<file path="src/rtl/xadc_pkg.sv">
// Shared definitions for the XADC DRP read sequencer: FSM state encoding,
// control-register bit positions and the default wait timeout.
package xadc_pkg;

    typedef enum logic [2:0] {
        IDLE     = 3'd0,
        WAIT_EOC = 3'd1,
        DRP_REQ  = 3'd2,
        DRP_WAIT = 3'd3,
        DONE     = 3'd4
    } state_t;

    localparam int START_BIT = 0;
    localparam int DONE_BIT  = 1;
    localparam int CH_LSB    = 8;
    localparam int CH_MSB    = 15;

    // The DRP address is 7 bits wide, so bit CH_MSB of the channel field is dropped.
    localparam int CH_W      = CH_MSB - CH_LSB;
    localparam int SAMPLE_W  = 12;

    localparam int unsigned TIMEOUT_CYC_DEFAULT = 255;

endpackage

</file>
<file path="src/rtl/xadc_seq_timer.sv">
// Wait-state cycle counter for the sequencer; expired marks the last permitted
// cycle of a wait. Only instantiated when XADC_SEQ_TIMEOUT_EN is defined.
module xadc_seq_timer #(
    parameter int unsigned LIMIT = 255
) (
    input  logic clk,
    input  logic rst,
    input  logic run,
    output logic expired
);

    localparam int unsigned CNT_W = ($clog2(LIMIT + 1) > 8) ? $clog2(LIMIT + 1) : 8;

    logic [CNT_W-1:0] count;

    // NOTE: clocked state uses non-blocking (<=) so every register samples pre-edge values.
    always_ff @(posedge clk or posedge rst) begin
        if (rst) begin
            count <= '0;
        end else if (!run) begin
            count <= '0;
        end else begin
            count <= count + CNT_W'(1);
        end
    end

    assign expired = run && (count == CNT_W'(LIMIT - 1));

endmodule

</file>
<file path="src/rtl/xadc_drp_sequencer.sv">
// XADC DRP read sequencer: on start, waits for end-of-conversion, reads the channel
// over DRP and writes 'done' back. Define XADC_SEQ_TIMEOUT_EN to build the wait timeout.
module xadc_drp_sequencer
    import xadc_pkg::*;
#(
    parameter int unsigned TIMEOUT_CYC = TIMEOUT_CYC_DEFAULT
) (
    input  logic        clk,
    input  logic        rst,
    input  logic [31:0] control_in,
    input  logic        eoc,
    input  logic        drdy,
    input  logic [15:0] do_in,
    output logic        den,
    output logic        dwe,
    output logic [6:0]  daddr,
    output logic [1:0]  control_int,
    output logic        we_int,
    output logic [31:0] data_out,
    output logic        busy,
    output logic        timeout_err
);

    state_t              state;
    state_t              state_next;
    logic [CH_W-1:0]     channel;
    logic [SAMPLE_W-1:0] sample;
    logic                start_accept;
    logic                capture;
    logic                timed_out;
    logic                expired;
    logic                unused_bits;

    if (TIMEOUT_CYC < 1) begin : g_bad_timeout
        $error("TIMEOUT_CYC must be at least 1");
    end

    always_ff @(posedge clk or posedge rst) begin
        if (rst) begin
            state <= IDLE;
        end else begin
            state <= state_next;
        end
    end

    // A real eoc/drdy wins over a timeout expiring in the same cycle.
    always_comb begin
        // NOTE: every output of this block gets a default first, so no path can infer a latch.
        state_next   = state;
        start_accept = 1'b0;
        capture      = 1'b0;
        timed_out    = 1'b0;
        case (state)
            IDLE: begin
                if (control_in[START_BIT]) begin
                    start_accept = 1'b1;
                    state_next   = WAIT_EOC;
                end
            end
            WAIT_EOC: begin
                if (eoc) begin
                    state_next = DRP_REQ;
                end else if (expired) begin
                    timed_out  = 1'b1;
                    state_next = DONE;
                end
            end
            DRP_REQ: state_next = DRP_WAIT;
            DRP_WAIT: begin
                if (drdy) begin
                    capture    = 1'b1;
                    state_next = DONE;
                end else if (expired) begin
                    timed_out  = 1'b1;
                    state_next = DONE;
                end
            end
            DONE:    state_next = IDLE;
            default: state_next = IDLE;
        endcase
    end

    always_ff @(posedge clk or posedge rst) begin
        if (rst) begin
            channel <= '0;
            sample  <= '0;
        end else begin
            if (start_accept) channel <= control_in[CH_LSB +: CH_W];
            if (capture)      sample  <= do_in[15 -: SAMPLE_W];
        end
    end

`ifdef XADC_SEQ_TIMEOUT_EN
    logic timer_run;
    logic timeout_q;

    assign timer_run = (state == WAIT_EOC) || (state == DRP_WAIT);

    xadc_seq_timer #(
        .LIMIT   (TIMEOUT_CYC)
    ) u_timer (
        .clk     (clk),
        .rst     (rst),
        .run     (timer_run),
        .expired (expired)
    );

    always_ff @(posedge clk or posedge rst) begin
        if (rst) begin
            timeout_q <= 1'b0;
        end else if (start_accept) begin
            timeout_q <= 1'b0;
        end else if (timed_out) begin
            timeout_q <= 1'b1;
        end
    end

    assign timeout_err = timeout_q;
`else
    logic unused_timeout;

    assign expired        = 1'b0;
    assign timeout_err    = 1'b0;
    assign unused_timeout = timed_out;
`endif

    assign den      = (state == DRP_REQ);
    assign dwe      = 1'b0;
    assign daddr    = channel;
    assign we_int   = (state == DONE);
    assign busy     = (state != IDLE);
    assign data_out = {{(32 - SAMPLE_W){1'b0}}, sample};

    always_comb begin
        control_int           = '0;
        control_int[DONE_BIT] = we_int;
    end

    assign unused_bits = ^{control_in[31:CH_MSB], control_in[CH_LSB-1:START_BIT+1],
                           do_in[15-SAMPLE_W:0]};

endmodule

</file>
<file path="config.mk">
export PLATFORM = sky130hd
export DESIGN_NAME = xadc_drp_sequencer
export DESIGN_NICKNAME = d
export VERILOG_FILES = /design/src/rtl/xadc_pkg.sv /design/src/rtl/xadc_seq_timer.sv /design/src/rtl/xadc_drp_sequencer.sv
export SDC_FILE = /design/constraint.sdc
export NUM_CORES = 1
export LEC_CHECK = 0
export BUFFER_PORTS_ARGS = -buffer_cell sky130_fd_sc_hd__buf_4
export CAP_MARGIN = 30
export CORE_UTILIZATION = 33
export DETAILED_ROUTE_END_ITERATION = 7
export HOLD_SLACK_MARGIN = 0.15
export PLACE_DENSITY = 0.86
export SYNTH_ARGS = -nofsm -noshare
export SYNTH_HDL_FRONTEND = slang
export SYNTH_SLANG_ARGS = --single-unit
</file>
<file path="constraint.sdc">
create_clock -name clk -period 1.4 [get_ports clk]
set_clock_uncertainty 0.1 [all_clocks]
set_input_delay 0.28 -clock clk [delete_from_list [all_inputs] [get_ports clk]]
set_output_delay 0.28 -clock clk [all_outputs]
set_load 0.005 [all_outputs]
</file>
# Yosys cells after proc, flatten, opt, wreduce, memory -nomap -nowiden
# Cells that the tools add are included.
# word_totals
ff_bits	22
input_bits	52
output_inout_bits	46
word_cells	21
# op_classes
eq_ne	7
mux	8
n_reduce_logical	3
# op_table
op	n
one-hot mux 3 bit (4 select lines)	1
two-way mux 3 bit	3
== test 3 x 2 -> 1 bit (second input constant)	2
inequality test 2 bit (second input constant)	3
two-way mux 1 bit	4
== test 3 x 1 -> 1 bit (second input constant)	1
== test 3 bit (second input constant)	1
zero test 3 bit	1
AND reduction 3 bit	1
nonzero test 3 bit	1

# Longest topological paths before layout
# depth
ltp_word	3
ltp_mapped	4
ltp_nobuf	2

# Worst setup path before layout
# Ideal clock, no wire load.
# synth_timing
kind	flip-flop to flip-flop
start	register state[0]
end	register channel[0], in the netlist daddr[0]
setup_time_ps	125
t_arrival_ps	1272
required_ps	1175
slack_ps	-97
stages_incl_launch_ff	4
period_less_slack_ps	1497
path_cell_list	dfrtp_1 -> buf_6 -> nor4b_4 -> mux2_2
# synth_between
elab_chain_len	2
# synth_lines
item	line_no	text
from (decl)	xadc_drp_sequencer.sv:24	state_t state;
from (signal assigned)	xadc_drp_sequencer.sv:42	state <= state_next;
zero test 3 bit	xadc_drp_sequencer.sv:53	case (state)
two-way mux 1 bit	xadc_drp_sequencer.sv:53	
to (signal assigned)	xadc_drp_sequencer.sv:88	if (start_accept) channel <= control_in[CH_LSB +: CH_W];
to (decl)	xadc_drp_sequencer.sv:26	logic [CH_W-1:0] channel;
# Every way passes these cells.
# A chain may end at the register's enable or synchronous reset.

# Worst setup path in the final report
# layout_timing
start	register state[2]
end	output busy
# layout_between
elab_chain_len	1
# layout_lines
item	line_no	text
nonzero test 3 bit	xadc_drp_sequencer.sv:131	assign busy = (state != IDLE);
to (decl)	xadc_drp_sequencer.sv:20	output logic busy,
# Every way passes these cells.

==> metrics.txt <==
wire length per cell=13.3 um; Stages on worst setup path=3; post-route setup TNS=-2.37 ns; CP top delay family=flip-flops; Peak VDD IR=0.00124 V; fill count=258; critical path endpoint category=primary output; share of the synthesized area in the top cell type=50.9%; Clock Tree Buf Depth=2; RSZ-0062 raised after global routing=true; layout cell share with drive strength beyond 1=57.1%; failing checks=negative setup slack; most frequent cells in the layout=buf_4, conb_1, dfrtp_1, dlygate4sd3_1, mux2_2; count of cell types in the netlist=17; Register Area=553 sq um; Buffers on Ports=46; most common cell after layout, fill and taps aside=buf_4; initial antenna violation count=0; Hold Vio Cnt, Final=0; Req. time, crit path=1.02 ns; Num CTS Buffers=3; Leak=0.000930 uW; Critical Path AT=1.28 ns; reg2reg path depth=4; Worst R2R Setup Slack=-0.20 ns; area post-placement=0.00144 sq mm; top cells by area, synth=dfrtp_1, mux2_2, buf_4; routed wire length=2760 um; #FFs+latches synth=22; Final Wtd Congestion=0.701; Clock Latency Late Sink=0.30 ns; # DRC=0; core region area=0.00308 sq mm; pwr/cell area=1750 mW/mm^2; antenna cells=0; Clock Power Share=9.0%; Final Setup Violations=23; combinational share of power=54.1%; CTS clk-pin slew, worst paths=0.12 ns; Fmax=602 MHz; max-slew violations=0; Clock Sinks=22; nets@finish=216; fin crit share=119%; slowest cell delay on critical path=0.41 ns; switching fraction of total power=29.8%; area occupied by multi-input gates=474 sq um; 1st-iter DRT viols=0; Crit path top cell by count=buf_6; Crit path buffers/inverters=2; Psw=953 uW; P_int=2240 uW; drt pass-1 iters=1; # IOs=98; max-cap violations=0; Worst Hold Class=input pin to register; antenna-violating nets left=0; dpl hpwl=1630 um; worst-path maximum fanout=4; Die Span Y=59.3 um; Clock Tree Root=clkbuf_4; Starting Density=35.2%; via count=841; status=finished with violations; final instance area=0.00182 sq mm; Post-Syn Area=0.00108 sq mm; Worst setup SP type=register; Vias/cell=4.06; Ys Warns=0; area delta synth->final=68.4%; CP cell instances=buf_6 > or3_4 > buf_6; post-route setup slack=-0.260 ns; slowest CP cell=dfrtp_1; Gate Count Post-Synth=82; first-pass GRT wire length=4290 um; Yosys top cell by area=dfrtp_1; Post-Place Cells=176; GRT Total Usage=16.7%; grt ovf=0; pin count of the biggest net entering global routing=23; synthesized area per cell=13.2 sq um; hold depth=3; Final Non-Filler Cells=207; Die Width=59.3 um; critical path type=register to primary output; vias in the first global route=924; CTS HTree Levels=1; share of power burned in registers=36.9%; die area=0.00351 sq mm; CTS tree=done; fin crit period=1.66 ns; sequential fraction of the synthesis area=50.9%; worst reg2reg startpoint=state[1]; hold path start=eoc; end of the worst hold path=state[1]; num rows=20; Crit Reg-Reg Endpoint=daddr[2]
-- how the worst max path moves through the flow --
stage / start / end / slack [ns]
6_report: state[2] / busy / -0.26
5_1_grt: state[0] / busy / -0.30
2_1_floorplan: state[1] / daddr[0] / -0.07
4_1_cts: state[2] / busy / -0.26
3_5_place_dp: state[1] / daddr[0] / -0.06
3_3_place_gp: state[1] / daddr[4] / -0.04
-- metal layers --
layer / vias to the layer above / track usage (%) / routed length, um
li1: 389 / - / -
met1: 408 / 16.0 / 937
met3: 6 / 2.84 / 127
met4: 0 / 6.46 / 53
met2: 38 / 34.2 / 1650
met5: - / 0 / 0
-- synth_stat cells --
library cell and number:
a21bo_2 1, a21oi_1 1, and2_1 1, buf_4 25, buf_6 1, conb_1 1
dfrtp_1 22, inv_1 2, mux2_2 19, nand3b_1 1, nand4b_2 1, nor2_1 1
nor3b_1 2, nor4b_4 1, o32ai_1 1, or2_2 1, or3_1 1
-- sequential cells by signal, summed over array words and instances, names as in the netlist --
name,flops
daddr,7
sample,12
state,3
-- power groups by stage --
stage	Combinational [uW]	Clock, uW	Sequential (uW)
2_1_floorplan	625	0	1160
3_3_place_gp	1250	0	1150
3_5_place_dp	1300	0	1180
4_1_cts	1680	299	1160
5_1_grt	1850	325	1220
6_report	1730	287	1180
-- cell type report --
type / count / share of cell area [%]
Timing Repair Buffer: 81 / 38.8
Sequential cell: 22 / 30.3
Multi-Input combinational cell: 54 / 26.0
Tap cell: 44 / 3.02
Clock buffer: 4 / 1.44
Inverter: 2 / 0.412
-- kinds of logic after synthesis --
logic type             Yosys count  synth area share (%)
and+or+nand+nor                  9                  7.75
muxes                           19                  19.8
AOI/OAI and AO/OA                3                  2.20
other                            1                 0.346
DFF                             22                  50.9
buffers and inverters           28                  19.1
-- repair_timing --
item / 4_1_cts / 5_1_grt
pin swaps: 0 / 2
resized for setup: 17 / 5
setup endpoints to repair: 23 / 24
setup buffers: 5 / 1
gates cloned: 1 / 0
hold buffers: 20 / 0
hold endpoints to repair: 41 / 0
-- metrics by stage --
step | util (%) | setup WS [ns] | total power (uW) | hold slack (ns)
5_1_grt | 59.2 | -0.303 | 3390 | 0.157
6_report | 59.2 | -0.260 | 3190 | 0.166
3_3_place_gp | 46.8 | -0.0361 | 2400 | 0.230
4_1_cts | 58.5 | -0.263 | 3130 | 0.151
2_1_floorplan | - | -0.0742 | 1790 | 0.169
3_5_place_dp | 46.8 | -0.0562 | 2480 | 0.246
-- worst reg2reg max path: stages (launching register included) --
cell	delay, ns
dfrtp_2	0.46
buf_6	0.14
nor4b_4	0.29
buf_6	0.19
mux2_4	0.31
No activity file was read; power rests on OpenSTA's default activity.
